`src/rtl/iter_shift_ctrl_pkg.sv`:
```
// iter_shift_ctrl_pkg: shared op codes and FSM state encoding for the serial shifter
package iter_shift_ctrl_pkg;
  localparam logic [1:0] OP_ROL = 2'b00;
  localparam logic [1:0] OP_SLL = 2'b01;
  localparam logic [1:0] OP_ROR = 2'b10;
  localparam logic [1:0] OP_SRL = 2'b11;
  typedef enum logic [1:0] {
    ST_IDLE  = 2'b00,
    ST_SHIFT = 2'b01,
    ST_DONE  = 2'b10
  } state_t;
endpackage

```
`src/rtl/shift1_stage.sv`:
```
// shift1_stage: one-bit rotate/shift stage reused every cycle by the serial shifter
module shift1_stage
  import iter_shift_ctrl_pkg::*;
#(
  parameter int WIDTH = 16
) (
  input  logic [WIDTH-1:0] In,
  input  logic [1:0]       Op,
  output logic [WIDTH-1:0] Out
);
  assign Out = (Op == OP_ROL) ? {In[WIDTH-2:0], In[WIDTH-1]} :
               (Op == OP_SLL) ? {In[WIDTH-2:0], 1'b0} :
               (Op == OP_ROR) ? {In[0], In[WIDTH-1:1]} :
                                {1'b0, In[WIDTH-1:1]};
endmodule

```
`src/rtl/iter_shift_ctrl.sv`:
```
// iter_shift_ctrl: multi-cycle shifter applying a single-bit stage once per cycle, Cnt times
module iter_shift_ctrl
  import iter_shift_ctrl_pkg::*;
#(
  parameter int WIDTH = 16,
  parameter int CNT_W = 4
) (
  input  logic             clk,
  input  logic             rst,
  input  logic             start,
  input  logic [WIDTH-1:0] In,
  input  logic [CNT_W-1:0] Cnt,
  input  logic [1:0]       Op,
  output logic [WIDTH-1:0] Out,
  output logic             busy,
  output logic             done
);
  state_t           state_q, state_d;
  logic [WIDTH-1:0] out_q, out_d, stage_out;
  logic [CNT_W-1:0] rem_q, rem_d;
  logic [1:0]       op_q, op_d;

  shift1_stage #(.WIDTH(WIDTH)) u_stage (
    .In (out_q),
    .Op (op_q),
    .Out(stage_out)
  );

  always_comb begin
    state_d = state_q;
    out_d   = out_q;
    rem_d   = rem_q;
    op_d    = op_q;
    case (state_q)
      ST_IDLE: if (start) begin
        out_d   = In;
        op_d    = Op;
        rem_d   = Cnt;
        state_d = (Cnt != '0) ? ST_SHIFT : ST_DONE;
      end
      ST_SHIFT: begin
        out_d   = stage_out;
        rem_d   = rem_q - 1'b1;
        state_d = (rem_q == CNT_W'(1)) ? ST_DONE : ST_SHIFT;
      end
      default: state_d = ST_IDLE;
    endcase
  end

  always_ff @(posedge clk) begin
    if (rst) begin
      state_q <= ST_IDLE;
      out_q   <= '0;
      rem_q   <= '0;
      op_q    <= '0;
    end else begin
      state_q <= state_d;
      out_q   <= out_d;
      rem_q   <= rem_d;
      op_q    <= op_d;
    end
  end

  assign Out  = out_q;
  assign busy = (state_q != ST_IDLE);
  assign done = (state_q == ST_DONE);
endmodule

```
`config.mk`:
```
export PLATFORM = sky130hd
export DESIGN_NAME = iter_shift_ctrl
export DESIGN_NICKNAME = d
export VERILOG_FILES = /design/src/rtl/iter_shift_ctrl_pkg.sv /design/src/rtl/shift1_stage.sv /design/src/rtl/iter_shift_ctrl.sv
export SDC_FILE = /design/constraint.sdc
export NUM_CORES = 1
export LEC_CHECK = 0
export ABC_AREA = 1
export BUFFER_PORTS_ARGS = -buffer_cell sky130_fd_sc_hd__buf_2
export CORE_UTILIZATION = 35
export CTS_BUF_LIST = sky130_fd_sc_hd__clkbuf_4
export DETAILED_ROUTE_END_ITERATION = 12
export HOLD_SLACK_MARGIN = 0.03
export PLACE_DENSITY_LB_ADDON = 0.15
export SLEW_MARGIN = 20
export SYNTH_ARGS = -nofsm -noshare
export SYNTH_HDL_FRONTEND = slang
export SYNTH_HIERARCHICAL = 1
export SYNTH_SLANG_ARGS = --single-unit
```
`constraint.sdc`:
```
create_clock -name clk -period 3 [get_ports clk]
set_input_delay 0.15 -clock clk [delete_from_list [all_inputs] [get_ports clk]]
set_output_delay 0.15 -clock clk [all_outputs]
set_load 0.005 [all_outputs]
```
==> results of run 1 <==
[stage by stage]
| step | utilization, % | hold WS, ps | instance area [um^2] |
|---|---|---|---|
| finish | 43.6 | 83.6 | 1630 |
| global route | 43.6 | 78.8 | 1630 |
| CTS | 43.6 | 76.9 | 1630 |
| detailed placement | 42.6 | 327 | 1600 |
| global placement | 42.6 | 327 | 1600 |
| floorplan | - | 219 | 1400 |
[critical path: stages (launching register included)]
cell     delay (ps)
dfxtp_1         810
inv_6           160
o21ai_0         230
nand2_1          70
nand3_1         100
o211a_1         140
[layout make-up]
| cell class | instances | area [um^2] |
|---|---|---|
| multi-input combinational | 158 | 785 |
| sequential | 24 | 480 |
| timing repair buffer | 43 | 220 |
| clock inverter | 1 | 3.75 |
| clock buffer | 3 | 22.5 |
| fill | 430 | 2110 |
| tap | 48 | 60.1 |
| inverter | 15 | 61.3 |
[cell usage after synthesis, drive strengths merged]
library cell,instances
nand3,21
o211a,16
a21oi,3
o21ai,12
nor2,18
ha,2
buf,9
o22ai,2
inv,15
dfxtp,24
clkbuf,2
nand2,84
[worst paths after layout]
| path | startpoint | to | slack, ps | cells after the start |
|---|---|---|---|---|
| hold / removal | Op[0] | op_q[0]$_SDFFE_PP0P_ | 80 | 3 |
| setup reg to reg | op_q[1]$_SDFFE_PP0P_ | Out[9]$_SDFFE_PP0P_ | 1450 | 5 |
| hold reg to reg | rem_q[3]$_SDFFE_PP0P_ | rem_q[3]$_SDFFE_PP0P_ | 490 | 2 |
| setup / recovery | op_q[1]$_SDFFE_PP0P_ | Out[9]$_SDFFE_PP0P_ | 1450 | 5 |
[timing repair]
| action | in CTS | in global routing |
|---|---|---|
| resized for setup | 0 | 0 |
| endpoints found under the hold margin | 1 | 0 |
| hold buffers | 1 | 0 |
[kinds of logic after synthesis]
kind of cell	Yosys count	synth area share [%]
and+or+nand+nor	123	36.2
buffers and inverters	26	9.89
adders and majority gates	2	1.78
AOI/OAI and AO/OA	33	17.9
DFF	24	34.2
[power groups by stage]
stage | Combinational, mW | Sequential (mW) | Clock, mW
floorplan | 0.169 | 0.394 | 0
global placement | 0.222 | 0.406 | 0
detailed placement | 0.222 | 0.405 | 0
CTS | 0.224 | 0.398 | 0.159
global route | 0.258 | 0.405 | 0.176
finish | 0.221 | 0.398 | 0.147
[sequential cells by signal (all words and copies together) (netlist names)]
name	count
Out	16
op_q	2
rem_q	4
state_q	2
[layer usage]
layer	part of all wire, %	global-route usage (%)
met1	49	22.3
met2	44	28.1
met3	5.8	2.60
met4	0.74	7.88
met5	0	0
==> results.py, run 1 <==
metrics = {
    "cells_and_area": {
        "final_cell_mix": "79 x nand2_1, 42 x buf_2, 24 x dfxtp_1, 21 x nand3_1, 17 x nor2_1",
        "nNetsFinal": 272,
        "final_common_cell": "nand2_1",
        "fin_cells": 292,
        "drive_gt1_share_pct": 22.5,
        "num_antenna_cells": 0,
        "areaGrowthSynthToFinish_pct": 16.3,
    },
    "clock_network": {
        "path_clk_slew_ps": 130,
        "post-cts-setup-buffers": 0,
        "clockBufferDepth": 2,
        "root_buffer": "clkbuf_4",
        "cts_htree_levels": 1,
        "numCtsBuffers": 3,
        "cts_tree": "done",
        "clk_latency_ps": 310,
        "clock-sinks": 24,
    },
    "place": {
        "dp_hpwl_um": 2220,
        "post-place-ws_ps": 1510,
        "portBuffers": 42,
        "placedCellCount": 287,
        "place_congestion": 0.767,
    },
    "setup_path": {
        "end_kind": "flip-flop",
        "path_max_fanout": 19,
        "critPathLaunchType": "flip-flop",
        "worstPathArrival_ps": 1820,
        "cp.required_ps": 3270,
        "critPathKind": "flip-flop to flip-flop",
    },
    "floorplan": {
        "die_y_um": 65.3,
        "fp-row-count": 22,
        "core-area_mm2": 0.00374,
        "ios": 43,
        "initial_core_util_pct": 37.5,
        "die_area_mm2": 0.00427,
        "die_w_um": 65.3,
    },
    "sta": {
        "finClkSkew_ps": 1.75,
        "drv_slew": 0,
        "fin_crit_sh_pct": 51.8,
        "rsz0062_at_grt": "no",
        "tightest_slew_ps": 724,
        "setup_ws_ps": 1450,
        "setup_viol": 0,
        "post-route-min-period_ps": 1550,
        "max-slew-margin-rel_pct": 51.7,
        "hold_viol": 0,
        "fmaxAchievable_mhz": 644,
        "tns_ps": 0,
    },
    "status": {
        "status": "completed",
    },
    "power": {
        "swShare_pct": 34.8,
        "netSwitchingPower_uw": 267,
        "p_int_uw": 500,
        "p_per_area_mw_per_mm2": 469,
        "pwr-share-clk_pct": 19.2,
        "p_leak_nw": 0.938,
        "power_frac_seq_pct": 51.9,
        "total_power_uw": 766,
        "power_frac_comb_pct": 28.9,
        "ir_worst_vdd_mv": 0.229,
    },
    "global_route": {
        "grt_pass1_vias": 1289,
        "grt_max_degree": 36,
        "grt.overflow.total": 0,
        "grt_first_pass_wirelength_um": 5710,
        "track_usage_pct": 17.3,
        "antenna_found_initial": 0,
    },
    "route": {
        "drc": 0,
        "drt_first_iter_violations": 56,
        "viasPerCell": 4.86,
        "drt-total-wl_um": 3380,
        "vias": 1419,
        "dr.pass1.iters": 5,
        "wl_per_cell_um": 11.6,
        "final_antenna_net_count": 0,
    },
    "logic_synthesis": {
        "yosysTopAreaCell": "dfxtp_1",
        "synth-seq-cells": 24,
        "yosysWarningCount": 6,
        "synth_area_leaders": "dfxtp_1 34%, nand2_1 21%, o211a_1 11%",
        "yosysUniqueCellTypes": 20,
        "synth_top_area_share_pct": 34.2,
        "syn_nets": 235,
        "netlist_area_mm2": 0.00140,
        "yosysSeqAreaShare_pct": 34.2,
        "syn_inst": 208,
        "avgSynthCellArea_um2": 6.75,
    },
    "hold_path": {
        "hp-class": "input pin to flip-flop",
    },
    "job": {
        "drv_cap": 0,
    },
}
(Power assumes the default switching activity.)
==> inputs of run 2 (changes only) <==
==> constraint.sdc (replaced) <==
create_clock -name clk -period 1.3 [get_ports clk]
set_input_delay 0.065 -clock clk [delete_from_list [all_inputs] [get_ports clk]]
set_output_delay 0.065 -clock clk [all_outputs]
set_load 0.005 [all_outputs]
==> run 2 against run 1 <==
Compared with the run above: sequential share of layout area shrank 2.3 points; clock power grew to 3.7 times the previous value; routed wire length increased by 1.0%; highest routed layer unchanged; via count grew 0.70%; non-clock buffer count rose by 10; final area up 8.9%; combinational power increased to 2.7 times the previous value; hold slack worse by 26 ps; first-iteration DRC count is 36% higher; global-route usage grew 0.95 points.
==> results.py, run 2 (same netlist as run 1, synthesis figures left out) <==
metrics = {
    "clock_network": {
        "clk_latency_ps": 310,
        "clock-sinks": 24,
        "clockBufferDepth": 2,
        "numCtsBuffers": 3,
        "cts_htree_levels": 1,
        "cts_tree": "done",
        "path_clk_slew_ps": 130,
        "root_buffer": "clkbuf_4",
    },
    "floorplan": {
        "ios": 43,
        "die_w_um": 65.3,
        "die_y_um": 65.3,
        "fp-row-count": 22,
        "initial_core_util_pct": 37.5,
        "core-area_mm2": 0.00374,
        "die_area_mm2": 0.00427,
    },
    "cells_and_area": {
        "drive_gt1_share_pct": 25.6,
        "areaGrowthSynthToFinish_pct": 26.6,
        "fin_cells": 302,
        "num_antenna_cells": 0,
        "largest_reg_flops": 16,
        "fin_util_pct": 47.5,
        "nNetsFinal": 282,
        "seqCellArea_um2": 482,
        "multi_input_area_um2": 785,
        "final_common_cell": "nand2_1",
        "final_cell_mix": "79 x nand2_1, 42 x buf_2, 23 x dfxtp_1, 21 x nand3_1, 17 x nor2_1",
        "fin_area_mm2": 0.00178,
        "nFillCells": 416,
    },
    "route": {
        "viasPerCell": 4.73,
        "dr.pass1.iters": 4,
        "vias": 1429,
        "final_antenna_net_count": 0,
        "drc": 0,
        "drt_first_iter_violations": 76,
        "drt-total-wl_um": 3420,
        "wl_per_cell_um": 11.3,
    },
    "sta": {
        "tns_ps": 0,
        "fmaxAchievable_mhz": 868,
        "rsz0062_at_grt": "no",
        "setup_viol": 0,
        "drv_slew": 0,
        "hold_viol": 0,
        "setup_ws_ps": 148,
        "fin_crit_sh_pct": 88.6,
        "hold_ws_ps": 57.8,
        "tightest_slew_ps": 235,
        "max-slew-margin-rel_pct": 84.2,
        "post-route-min-period_ps": 1150,
        "finClkSkew_ps": 3.11,
    },
    "setup_path": {
        "r2r_slack_ps": 160,
        "end_kind": "output pin",
        "path_max_fanout": 5,
        "critPathLaunchType": "flip-flop",
        "worstPathArrival_ps": 1090,
        "critPathKind": "flip-flop to output pin",
        "ff2ff_path_depth": 6,
        "cp.required_ps": 1240,
    },
    "place": {
        "dpl-instance-area_mm2": 0.00169,
        "place_congestion": 0.745,
        "dp_hpwl_um": 2400,
        "post-place-ws_ps": 169,
        "placedCellCount": 295,
        "portBuffers": 42,
    },
    "status": {
        "status": "completed",
    },
    "power": {
        "ir_worst_vdd_mv": 0.481,
        "pwr-share-clk_pct": 26.6,
        "p_per_area_mw_per_mm2": 1150,
        "p_leak_nw": 1.01,
        "netSwitchingPower_uw": 631,
        "p_int_mw": 1.41,
        "swShare_pct": 30.9,
        "power_frac_comb_pct": 29.3,
        "power_frac_seq_pct": 44.1,
        "total_power_mw": 2.04,
    },
    "hold_path": {
        "whs_path_depth": 3,
        "hp-class": "input pin to flip-flop",
    },
    "global_route": {
        "grt_first_pass_wirelength_um": 6080,
        "track_usage_pct": 18.2,
        "grt_pass1_vias": 1356,
        "grt.overflow.total": 0,
        "grt_max_degree": 36,
        "antenna_found_initial": 0,
    },
    "job": {
        "drv_cap": 0,
    },
}
-- run 2: worst paths after layout --
kind	start	endpoint
worst min-delay path	Cnt[2]	rem_q[2]$_SDFFE_PP0P_
worst min register to register	rem_q[3]$_SDFFE_PP0P_	rem_q[3]$_SDFFE_PP0P_
worst max register to register	state_q[0]$_SDFFE_PP0P_	Out[14]$_SDFFE_PP0P_
worst max-delay path	state_q[0]$_SDFFE_PP0P_	busy
-- run 2: repair_timing --
item,in CTS,in global routing
hold buffers,3,0
endpoints found under the setup margin,0,1
resized for setup,0,1
endpoints found under the hold margin,3,0
setup buffers,0,0
-- run 2: area by class of cell --
class	instances	area share, %
Clock buffer	3	1.27
Sequential cell	24	27.1
Clock inverter	1	1.69
Timing Repair Buffer	53	19.0
Multi-Input combinational cell	158	44.1
Inverter	15	3.45
Tap cell	48	3.38
-- run 2: power groups by stage --
stage                     Sequential, mW  Combinational [mW]  Clock [mW]
final                              0.901               0.598       0.544
after global routing               0.917               0.691       0.598
after CTS                          0.903               0.607       0.570
after floorplan                    0.910               0.390           0
after global placement             0.920               0.595           0
after detailed placement           0.919               0.597           0
-- run 2: critical path, cell delays in order (launching register included) --
cell,delay [ps]
dfxtp_1,380
nor2_1,180
inv_1,80
buf_2,130
-- run 2: layer usage --
metal | GRT usage (%) | vias up | part of all wire, %
li1 | - | 769 | -
met1 | 24.1 | 629 | 50
met2 | 30.3 | 29 | 45
met3 | 2.60 | 2 | 4.3
met4 | 5.71 | 0 | 0.79
met5 | 0 | - | 0
==> inputs of run 3 (changes only) <==
--- a/config.mk
+++ b/config.mk
@@ -5,7 +5,6 @@
 export SDC_FILE = /design/constraint.sdc
 export NUM_CORES = 1
 export LEC_CHECK = 0
-export ABC_AREA = 1
 export BUFFER_PORTS_ARGS = -buffer_cell sky130_fd_sc_hd__buf_2
 export CORE_UTILIZATION = 35
 export CTS_BUF_LIST = sky130_fd_sc_hd__clkbuf_4
==> run 3 against run 2 <==
Compared with the run above: cell count decreased by 6.0%; global-route usage decreased by 0.59 points; setup slack worse by 94 ps; sequential power increased by 0.6%; critical path depth rose by 1; sequential cell count unchanged; sequential share of layout area down 4.6 points; die area grew 9.9%; clock-buffer cell count unchanged; routed wire length is 16% higher; critical path type is now flip-flop to flip-flop; critical endpoint is now Out[12]$_SDFFE_PP0P_.
==> results.py, run 3 <==
metrics = {
    "floorplan": {
        "core-area_mm2": 0.00412,
        "ios": 43,
        "initial_core_util_pct": 37.6,
        "die_w_um": 68.5,
        "die_y_um": 68.5,
        "fp-row-count": 23,
        "die_area_mm2": 0.00469,
    },
    "global_route": {
        "grt_max_degree": 17,
        "grt.overflow.total": 0,
        "grt_first_pass_wirelength_um": 6180,
        "track_usage_pct": 17.6,
        "grt_pass1_vias": 1279,
        "antenna_found_initial": 0,
    },
    "sta": {
        "finClkSkew_ps": 7.91,
        "fmaxAchievable_mhz": 802,
        "post-route-min-period_ps": 1250,
        "tightest_slew_ps": 341,
        "max-slew-margin-rel_pct": 77.1,
        "rsz0062_at_grt": "yes",
        "setup_viol": 0,
        "hold_viol": 0,
        "drv_slew": 0,
        "fin_crit_sh_pct": 95.9,
        "setup_ws_ps": 53.7,
    },
    "logic_synthesis": {
        "syn_nets": 189,
        "synth_area_leaders": "dfxtp_1 31%, a311oi_2 16%, nand2_1 8.0%",
        "synth_top_area_share_pct": 31.0,
        "yosysWarningCount": 6,
        "yosysTopAreaCell": "dfxtp_1",
        "synth-async-reset-ratio_pct": 0,
        "synth-main-ff-cell": "dfxtp_1",
        "synth-seq-cells": 24,
        "yosysSeqAreaShare_pct": 31.0,
        "synth_common_cells": "33 x nand2_1, 24 x dfxtp_1, 22 x nor2_1",
        "synth_edf_count": 0,
        "yosysUniqueCellTypes": 37,
        "yosysMostFrequentCell": "nand2_1",
        "avgSynthCellArea_um2": 9.55,
        "netlist_area_mm2": 0.00155,
        "syn_inst": 162,
    },
    "clock_network": {
        "path_clk_slew_ps": 150,
        "cts_htree_levels": 1,
        "clockBufferDepth": 2,
        "cts_tree": "done",
        "clock-sinks": 24,
        "root_buffer": "clkbuf_4",
        "clk_latency_ps": 320,
        "numCtsBuffers": 3,
    },
    "cells_and_area": {
        "final_common_cell": "buf_2",
        "nFillCells": 401,
        "largest_reg_flops": 16,
        "fin_util_pct": 52.8,
        "nNetsFinal": 262,
        "drive_gt1_share_pct": 47.9,
        "final_cell_mix": "42 x buf_2, 33 x nand2_1, 22 x nor2_1, 21 x dfxtp_1, 18 x buf_4",
        "num_antenna_cells": 0,
        "areaGrowthSynthToFinish_pct": 40.5,
    },
    "hold_path": {
        "hp-class": "input pin to flip-flop",
        "whs_path_depth": 3,
    },
    "route": {
        "top_layer": "met4",
        "drc": 0,
        "drt_first_iter_violations": 59,
        "drt-total-wl_um": 3980,
        "met3WireLength_um": 195,
        "vias": 1422,
        "wl_per_cell_um": 14.0,
        "met1Wirelength_um": 1960,
        "dr.pass1.iters": 4,
        "wl_met2_um": 1790,
        "final_antenna_net_count": 0,
        "viasPerCell": 5.01,
    },
    "place": {
        "place_congestion": 0.776,
        "dp_hpwl_um": 2770,
        "post-place-ws_ps": -6.53,
        "portBuffers": 42,
    },
    "power": {
        "p_per_area_mw_per_mm2": 1040,
        "ir_worst_vdd_mv": 0.400,
        "p_leak_nw": 0.972,
    },
    "setup_path": {
        "worstPathArrival_ps": 1480,
        "ff2ff_path_depth": 4,
        "critPathLaunchType": "flip-flop",
        "max_stage_delay_ps": 390,
        "end_kind": "flip-flop",
        "crit_chain": "o21ba_4 -> buf_12 -> nor2_1 -> a311oi_2",
        "cp.required_ps": 1540,
        "path_max_fanout": 8,
        "cp_slowest_cell": "dfxtp_4",
        "critPathKind": "flip-flop to flip-flop",
    },
    "status": {
        "status": "completed",
    },
    "job": {
        "drv_cap": 0,
    },
}
run 3: path summary, 6_finish.rpt:
check                     startpoint              endpoint  slack (ps)
min reg2reg     op_q[0]$_SDFFE_PP0P_  op_q[0]$_SDFFE_PP0P_         550
min                           In[10]  Out[10]$_SDFFE_PP0P_          30
max          state_q[1]$_SDFFE_PP0P_  Out[12]$_SDFFE_PP0P_          50
max reg2reg  state_q[1]$_SDFFE_PP0P_  Out[12]$_SDFFE_PP0P_          50
run 3: metrics by stage:
step                total power, mW  std cells  TNS (ps)  area [um^2]  hold slack (ps)
finish                         2.27        284         0         2170             28.0
global route                   2.41        284     -35.4         2170             31.1
CTS                            2.22        274         0         2060             30.3
detailed placement             1.63        255     -8.27         1850              326
global placement               1.61        255         0         1850              316
floorplan                      1.40        162         0         1550              133
run 3: cell type report:
cell class / instances / area (um^2) / share of cell area (%)
clock buffers: 3 / 22.5 / 1.04
clock inverters: 1 / 30.0 / 1.38
well taps: 50 / 62.6 / 2.88
inverters: 5 / 18.8 / 0.863
repair buffers: 82 / 622 / 28.6
multi-input cells: 119 / 930 / 42.8
flip-flops and latches: 24 / 489 / 22.5
run 3: cells by family after synthesis:
family / after synthesis / share of synthesized area, %
buf+inv: 19 / 9.54
mux: 17 / 13.6
simple gates: 69 / 19.6
compound gates: 31 / 24.6
flops: 24 / 31.0
fa+ha+maj: 2 / 1.62
run 3: timing repair:
action / in CTS / in global routing
endpoints found under the setup margin: 10 / 20
endpoints found under the hold margin: 15 / 1
pin swaps: 0 / 6
gates cloned: 0 / 1
gates resized for setup: 1 / 8
hold buffers: 15 / 1
buffers inserted: 0 / 8
run 3: worst max-delay path, delay by kind of cell, from the launching register on:
family	cells	cell delay (ps)
buffers and inverters	1	150
and+or+nand+nor	1	40
AOI/OAI and AO/OA	2	570
DFF	1	390
run 3: where the power goes:
group / internal [mW] / switching, mW / total, mW
Clock: 0.312 / 0.250 / 0.561
Combinational: 0.447 / 0.356 / 0.803
Sequential: 0.820 / 0.0865 / 0.906
run 3: metal layers:
metal	track usage, %	vias to the layer above
met2	28.2	40
li1	-	722
met1	24.1	658
met5	0	-
met4	5.73	0
met3	2.63	2
